File: src/rtl/display_scan_ctrl.sv
// -----------------------------------------------------------------------------
// display_scan_ctrl
// Time-multiplexed scan controller for a bank of 7-segment digits that share a
// single BCD-to-7-segment decoder. One digit is driven per scan slot, most
// significant digit first. Adds leading-zero suppression, whole-display blink,
// lamp test, forced blanking and tear-free value updates at frame boundaries.
//
// Ports
//   clk, rst        : clock, synchronous active-high reset
//   load            : one-cycle strobe, captures value_in into the shadow value
//   value_in        : NUM_DIGITS BCD nibbles, nibble 0 is least significant
//   blank_lead      : suppress leading zeros
//   blink_en        : blink the whole display
//   lamp_test       : light all segments
//   display_off     : force the display dark
//   bcd_out         : digit code to the decoder
//   lt_out/rbi_out/bi_out : decoder lamp-test / ripple-blank / blank inputs
//   digit_sel       : one-hot active-high digit enable
//   frame_done      : one-cycle pulse after the last slot of a frame
//   update_pending  : shadow value waiting to be committed
// -----------------------------------------------------------------------------
module display_scan_ctrl #(
  parameter int NUM_DIGITS  = 4,
  parameter int SCAN_DIV    = 50000,
  parameter int BLINK_SCANS = 128
) (
  input  logic                    clk,
  input  logic                    rst,
  input  logic                    load,
  input  logic [4*NUM_DIGITS-1:0] value_in,
  input  logic                    blank_lead,
  input  logic                    blink_en,
  input  logic                    lamp_test,
  input  logic                    display_off,
  output logic [3:0]              bcd_out,
  output logic                    lt_out,
  output logic                    rbi_out,
  output logic                    bi_out,
  output logic [NUM_DIGITS-1:0]   digit_sel,
  output logic                    frame_done,
  output logic                    update_pending
);

  localparam int PW = (SCAN_DIV > 1) ? $clog2(SCAN_DIV) : 1;
  localparam int IW = $clog2(NUM_DIGITS);
  localparam int BW = (BLINK_SCANS > 1) ? $clog2(BLINK_SCANS) : 1;
  localparam int VW = 4 * NUM_DIGITS;

  // State registers
  logic [PW-1:0]         presc_q, presc_d;
  logic [IW-1:0]         idx_q, idx_d;
  logic [VW-1:0]         active_q, active_d;
  logic [VW-1:0]         shadow_q, shadow_d;
  logic                  pending_q, pending_d;
  logic                  zero_run_q, zero_run_d;
  logic [BW-1:0]         blink_cnt_q, blink_cnt_d;
  logic                  blink_phase_q, blink_phase_d;

  // Registered outputs
  logic [3:0]            bcd_q, bcd_d;
  logic                  lt_q, lt_d;
  logic                  rbi_q, rbi_d;
  logic                  bi_q, bi_d;
  logic [NUM_DIGITS-1:0] sel_q, sel_d;
  logic                  fd_q, fd_d;

  logic                  tick_s;
  logic                  frame_end_s;
  logic [3:0]            digit_s;
  logic                  lead_zero_s;

  // Next-state and next-output logic
  always_comb begin
    tick_s      = (presc_q == PW'(SCAN_DIV - 1));
    frame_end_s = tick_s && (idx_q == {IW{1'b0}});
    digit_s     = active_q[4*idx_q +: 4];
    // zero_run means every higher digit of this frame was zero; digit 0 is always shown
    lead_zero_s = blank_lead && zero_run_q && (digit_s == 4'd0) && (idx_q != {IW{1'b0}});

    if (tick_s) begin
      presc_d = {PW{1'b0}};
    end else begin
      presc_d = presc_q + PW'(1);
    end

    idx_d         = idx_q;
    zero_run_d    = zero_run_q;
    active_d      = active_q;
    blink_cnt_d   = blink_cnt_q;
    blink_phase_d = blink_phase_q;
    if (frame_end_s) begin
      idx_d      = IW'(NUM_DIGITS - 1);
      zero_run_d = 1'b1;
      // A load landing on the frame end supersedes the old shadow, so skip commit
      if (pending_q && !load) begin
        active_d = shadow_q;
      end else begin
        active_d = active_q;
      end
      if (blink_cnt_q == BW'(BLINK_SCANS - 1)) begin
        blink_cnt_d   = {BW{1'b0}};
        blink_phase_d = ~blink_phase_q;
      end else begin
        blink_cnt_d   = blink_cnt_q + BW'(1);
        blink_phase_d = blink_phase_q;
      end
    end else if (tick_s) begin
      idx_d      = idx_q - IW'(1);
      zero_run_d = zero_run_q && (digit_s == 4'd0);
    end else begin
      idx_d      = idx_q;
      zero_run_d = zero_run_q;
    end

    if (load) begin
      shadow_d  = value_in;
      pending_d = 1'b1;
    end else if (frame_end_s) begin
      shadow_d  = shadow_q;
      pending_d = 1'b0;
    end else begin
      shadow_d  = shadow_q;
      pending_d = pending_q;
    end

    // Decoder priority: BI over LT over blink/RBI
    sel_d = {{(NUM_DIGITS-1){1'b0}}, 1'b1} << idx_q;
    bcd_d = digit_s;
    lt_d  = lamp_test;
    rbi_d = lead_zero_s && !lamp_test;
    bi_d  = display_off || (blink_en && blink_phase_q && !lamp_test);
    fd_d  = frame_end_s;
  end

  // State and output registers with synchronous reset
  always_ff @(posedge clk) begin
    if (rst) begin
      presc_q       <= {PW{1'b0}};
      idx_q         <= IW'(NUM_DIGITS - 1);
      active_q      <= {VW{1'b0}};
      shadow_q      <= {VW{1'b0}};
      pending_q     <= 1'b0;
      zero_run_q    <= 1'b1;
      blink_cnt_q   <= {BW{1'b0}};
      blink_phase_q <= 1'b0;
      bcd_q         <= 4'd0;
      lt_q          <= 1'b0;
      rbi_q         <= 1'b0;
      bi_q          <= 1'b1;
      sel_q         <= {NUM_DIGITS{1'b0}};
      fd_q          <= 1'b0;
    end else begin
      presc_q       <= presc_d;
      idx_q         <= idx_d;
      active_q      <= active_d;
      shadow_q      <= shadow_d;
      pending_q     <= pending_d;
      zero_run_q    <= zero_run_d;
      blink_cnt_q   <= blink_cnt_d;
      blink_phase_q <= blink_phase_d;
      bcd_q         <= bcd_d;
      lt_q          <= lt_d;
      rbi_q         <= rbi_d;
      bi_q          <= bi_d;
      sel_q         <= sel_d;
      fd_q          <= fd_d;
    end
  end

  assign bcd_out        = bcd_q;
  assign lt_out         = lt_q;
  assign rbi_out        = rbi_q;
  assign bi_out         = bi_q;
  assign digit_sel      = sel_q;
  assign frame_done     = fd_q;
  assign update_pending = pending_q;

endmodule

File: config.mk
export PLATFORM = sky130hd
export DESIGN_NAME = display_scan_ctrl
export DESIGN_NICKNAME = d
export VERILOG_FILES = /design/src/rtl/display_scan_ctrl.sv
export SDC_FILE = /design/constraint.sdc
export NUM_CORES = 1
export LEC_CHECK = 0
export CORE_MARGIN = 5
export CORE_UTILIZATION = 45
export DETAILED_ROUTE_END_ITERATION = 10
export PLACE_DENSITY = 0.64
export RECOVER_POWER = 25
export SKIP_LAST_GASP = 1
export SYNTH_ARGS = -nofsm -noshare
export SYNTH_HDL_FRONTEND = slang
export SYNTH_SLANG_ARGS = --single-unit
File: constraint.sdc
create_clock -name clk -period 2.5 [get_ports clk]
set_clock_uncertainty 0.15 [all_clocks]
set_input_delay 0.75 -clock clk [delete_from_list [all_inputs] [get_ports clk]]
set_output_delay 0.75 -clock clk [all_outputs]
set_load 0.03 [all_outputs]
==> metrics.cfg, run 1 <==
[grt]
grt_pass1_wl_um = 10030
antenna_found_initial = 0
grt_pass1_vias = 2113
track_usage_pct = 14.95
grt_max_degree = 32
overflow = 0

[layout]
nFillCells = 573
utilization_pct = 56.26
fin_cells = 424
final_layout_size_suffix_gt1_share_pct = 8.646
fin_area_um2 = 3552
area_growth_pct = 21.95
insertedDiodeCount = 0
num-nets-final = 368

[timing]
rsz0062_at_grt = no
finalCriticalPeriod_ns = 2.313
tns_ns = 0
slew_headroom_pct = 15.19
hold_violations = 0
fmax_mhz = 432.3
maxSlewViolCount = 0
finalCritPeriodShare_pct = 92.52
setup-violations-final = 0
tightest_slew_ns = 1.272

[synth]
yosys_register_bits = 72
synth_cells = 307
syn-num-nets = 333
netlist_area_um2 = 2913
async_reset_ff_share_pct = 0
synth.distinct_cells = 43
ys_seq_area_share_pct = 49.48
synth_common_cells = dfxtp_1 (72), nor2_1 (37), a21oi_1 (25), nand3_1 (24), o21ai_0 (18)
yosys-top-cells-area = dfxtp_1 (49%), mux2i_1 (5.5%), nor2_1 (4.8%)
syn_avg_cell_area_um2 = 9.488
yosys.area.top_type_share_pct = 49.48
synth-edff-count = 0
yosys.cell_count.top_type = dfxtp_1
synth_ff_type = dfxtp_1
ys_warn_count = 0
yosys.area.top_type = dfxtp_1

[floorplanning]
core_um2 = 6314
die_x_um = 90.46
die_h_um = 90.46
rows = 29
pin_count = 36
initial_utilization_pct = 46.14
die_area_um2 = 8182

[critical_path]
r2r_slack_ns = 0.25
worst_setup_path_start_kind = flop
cp.required_ns = 1.60
crit_start = update_pending
path_depth = 1
crit_slowest_cell = clkdlybuf4s50_1
reg2reg_depth = 7
critPathTopFamily = buffers and inverters
crit_chain = clkdlybuf4s50_1
critPathKind = reg -> out
crit_buf_inv = 1
worstReg2RegEnd = active_q[6]
reg2reg_from = idx_q[1]
arrival_ns = 1.41
max_stage_delay_ns = 0.69
critPathCapture = update_pending
critPathCaptureType = primary output
worstPathMaxFanout = 4

[route]
drtIter0Drc = 152
viasPerCell = 5.377
ant_nets = 0
via_count = 2280
drt-pass1-iter-count = 4
drc = 0
wl_per_cell_um = 13.85
totalWireLength_um = 5871

[clocking]
cts_sinks = 72
cts_hold_buf = 0
cts_tree = built
clkTransAtPathRegs_ns = 0.08
numCtsBuffers = 9
htree_levels = 3
root_buffer = clkbuf_8
cts_post_setup_buffers_inserted = 0
post_cts_resized = 0
cts.path.max_buffers = 2
worstSkewPairLatency_ns = 0.35

[placed_design]
place.gp.congestion = 0.7726
placed_cell_area_um2 = 3326
dp_hpwl_um = 4035
dp_cells = 408
numPortBuffers = 35

[power]
ir_drop_mv = 0.4443
p_per_area_nw_per_um2 = 672.5
p_leak_nw = 1.319

[hold_path]
hold_depth = 1
hold_path_class = reg -> reg
hp-start = presc_q[0]

[outcome]
status = finished clean

[flow_run]
cap_violations = 0

==> worst min path at each step <==
stage	endpoint
5_1_grt	blink_cnt_q[1]
3_5_place_dp	presc_q[0]
2_1_floorplan	presc_q[0]
3_3_place_gp	presc_q[0]
6_report	presc_q[0]
4_1_cts	presc_q[0]
==> cells by family (layout without fill, tap and decap cells) <==
logic type	after synthesis	count (layout)	synth area share, %
AOI/OAI and AO/OA	53	53	9.923
and+or+nand+nor	119	119	22.59
xor gates and xnor gates	13	13	3.909
DFF	72	72	49.48
adders and majority gates	3	3	1.289
buffers and inverters	27	67	4.209
muxes	20	20	8.591
==> power by group <==
part	leakage (nW)	switching (mW)	internal [mW]	total, mW
clock	0.116	0.421	0.659	1.08
sequential	0.585	0.0148	1.17	1.18
combinational	0.618	0.0599	0.0639	0.124
==> registers in the layout (all words and copies together) (netlist names) <==
name	cells
blink_cnt_q	7
active_q	16
bi_out	1
presc_q	16
rbi_out	1
lt_out	1
blink_phase_q	1
shadow_q	16
idx_q	2
zero_run_q	1
update_pending	1
frame_done	1
bcd_out	4
digit_sel	4
==> metrics by stage <==
stage / hold WS [ns] / setup slack [ns] / total power [mW]
CTS: 0.3190 / 0.1599 / 2.418
detailed placement: 0.3019 / 0.2566 / 1.338
finish: 0.3126 / 0.1869 / 2.389
floorplan: 0.2795 / 0.5125 / 1.276
global route: 0.3364 / 0.06088 / 2.482
global placement: 0.2966 / 0.2729 / 1.337
==> worst reg2reg max path, stage by stage, from the launching register on <==
cell	delay, ns
dfxtp_1	0.40
inv_1	0.16
ha_1	0.25
and4bb_1	0.26
nand4b_2	0.24
buf_4	0.28
o21ai_0	0.26
a21oi_1	0.10
==> final cells by class <==
class / instances / area, um2 / share of cell area [%]
clock buffer: 10 / 127.6 / 3.593
multi-input combinational: 208 / 1349 / 37.97
inverter: 7 / 26.28 / 0.7397
tap: 77 / 96.34 / 2.712
clock inverter: 6 / 107.6 / 3.029
timing repair buffer: 44 / 404.1 / 11.38
sequential: 72 / 1441 / 40.58
==> cell usage in the layout (no fill, tap or decap), types with 9 or more instances in the layout <==
cell	synthesis	final
nor2_1	37	37
nand2_1	9	9
nand3_1	24	24
o21ai_0	18	18
xnor2_1	12	12
nor3_1	9	9
a21oi_1	25	25
clkbuf_8	0	9
mux2i_1	16	16
dfxtp_1	72	72
clkdlybuf4s50_1	0	34
==> per-layer routing <==
layer / track usage [%] / vias to the layer above / wire [um]
met5: 0 / - / 0
met1: 18.76 / 1064 / 2768
met2: 23.23 / 55 / 2725
li1: - / 1151 / -
met4: 6.576 / 0 / 99
met3: 5.083 / 10 / 278
Note: power is estimated with default switching activity, not from simulation.
==> inputs of run 2 (changes only) <==
Settings changed: DONT_BUFFER_PORTS set to 1, PLACE_DENSITY 0.64 to 0.57.
==> metrics.cfg, run 2 (synthesized netlist as in run 1, its figures left out) <==
[outcome]
status = finished clean

[timing]
finalCriticalPeriod_ns = 2.150
tns_ns = 0
tightest_slew_ns = 0.4737
rsz0062_at_grt = no
slew_headroom_pct = 68.42
hold_violations = 0
finalCritPeriodShare_pct = 85.99
maxSlewViolCount = 0
holdWs_ns = 0.3123
setup-violations-final = 0
fmax_mhz = 465.2

[clocking]
cts_hold_buf = 0
post_cts_resized = 0
cts_post_setup_buffers_inserted = 0
worstSkewPairLatency_ns = 0.33
numCtsBuffers = 9
cts_sinks = 72
cts.path.max_buffers = 2
root_buffer = clkbuf_8
clkTransAtPathRegs_ns = 0.07
cts_tree = built
htree_levels = 3

[grt]
use_met1_pct = 17.64
grt_pass1_vias = 1968
grt_pass1_wl_um = 9266
grt_max_degree = 59
track_usage_pct = 13.73
met3_usage_pct = 5.250
antenna_found_initial = 0
overflow = 0
met2_usage_pct = 20.24
busiest_layer = met2

[layout]
final_cell_mix = dfxtp_1 (72), nor2_1 (37), a21oi_1 (25), nand3_1 (24), o21ai_0 (18)
area_growth_pct = 7.775
utilization_pct = 49.72
num-nets-final = 330
fin_area_um2 = 3139
fin_cells = 386
top_regs = active_q: 16 flops, presc_q: 16 flops, shadow_q: 16 flops
final_common_cell = dfxtp_1
insertedDiodeCount = 0
final_layout_size_suffix_gt1_share_pct = 8.738

[hold_path]
hold_path_class = reg -> reg
hold_depth = 1
hp-start = presc_q[0]
whs_endpoint = presc_q[0]

[route]
via_count = 2071
drt-pass1-iter-count = 4
totalWireLength_um = 5368
wl_per_cell_um = 13.91
viasPerCell = 5.365
ant_nets = 0
drtIter0Drc = 69
drc = 0

[power]
p_per_area_nw_per_um2 = 663.6
ir_drop_mv = 0.3095
p_leak_nw = 1.157

[placed_design]
placed_cell_area_um2 = 2958
place.gp.congestion = 0.7466
dp_hpwl_um = 3745
numPortBuffers = 0
dp_cells = 370

[floorplanning]
pin_count = 36
initial_utilization_pct = 46.14
rows = 29
core_um2 = 6314
die_h_um = 90.46
die_area_um2 = 8182
die_x_um = 90.46

[critical_path]
reg2reg_from = idx_q[1]
worstPathMaxFanout = 11
cp.required_ns = 2.59
critPathCaptureType = flop
worst_setup_path_start_kind = flop
r2r_slack_ns = 0.35
critPathKind = reg -> reg
arrival_ns = 2.24
worstReg2RegEnd = blink_cnt_q[3]
reg2reg_depth = 7

[flow_run]
cap_violations = 0

## run 2: worst max-delay path by stage
stage / startpoint / to / slack (ns) / depth (start not counted)
after floorplan: idx_q[1] / blink_cnt_q[3] / 0.51 / 8
after global placement: idx_q[1] / blink_cnt_q[3] / 0.39 / 7
after detailed placement: idx_q[1] / blink_cnt_q[3] / 0.35 / 7
after CTS: idx_q[1] / blink_cnt_q[3] / 0.33 / 7
after global routing: idx_q[1] / active_q[10] / 0.22 / 7
final: idx_q[1] / blink_cnt_q[3] / 0.35 / 7
## run 2: cell type report
class / count / area [um2]
multi-input cells: 208 / 1349
clock buffers: 14 / 172.7
inverters: 7 / 26.28
fillers: 609 / 3174
clock inverters: 2 / 12.51
flip-flops and latches: 72 / 1441
well taps: 77 / 96.34
repair buffers: 6 / 41.29
## run 2: per-stage QoR
stage | power (mW) | setup slack (ns)
2_1_floorplan | 1.276 | 0.5125
6_report | 2.083 | 0.3504
4_1_cts | 2.113 | 0.3262
5_1_grt | 2.183 | 0.2221
3_3_place_gp | 1.269 | 0.3899
3_5_place_dp | 1.270 | 0.3516
## run 2: critical path, stage by stage, from the launching register on
cell and delay [ns]:
dfxtp_1 0.40, inv_1 0.15, ha_1 0.24, and4bb_1 0.25, and4b_1 0.32, buf_4 0.22, a21oi_1 0.08, a311oi_1 0.25
## run 2: power breakdown
| group | internal [mW] | switching [mW] |
|---|---|---|
| Combinational | 0.0261 | 0.0229 |
| Clock | 0.441 | 0.399 |
| Sequential | 1.17 | 0.0231 |
## run 2: per-layer routing
metal	part of all wire (%)	up-vias	wire length [um]
li1	-	1086	-
met4	1.9	0	101
met5	0	-	0
met2	44	38	2359
met1	48	936	2590
met3	5.9	11	317
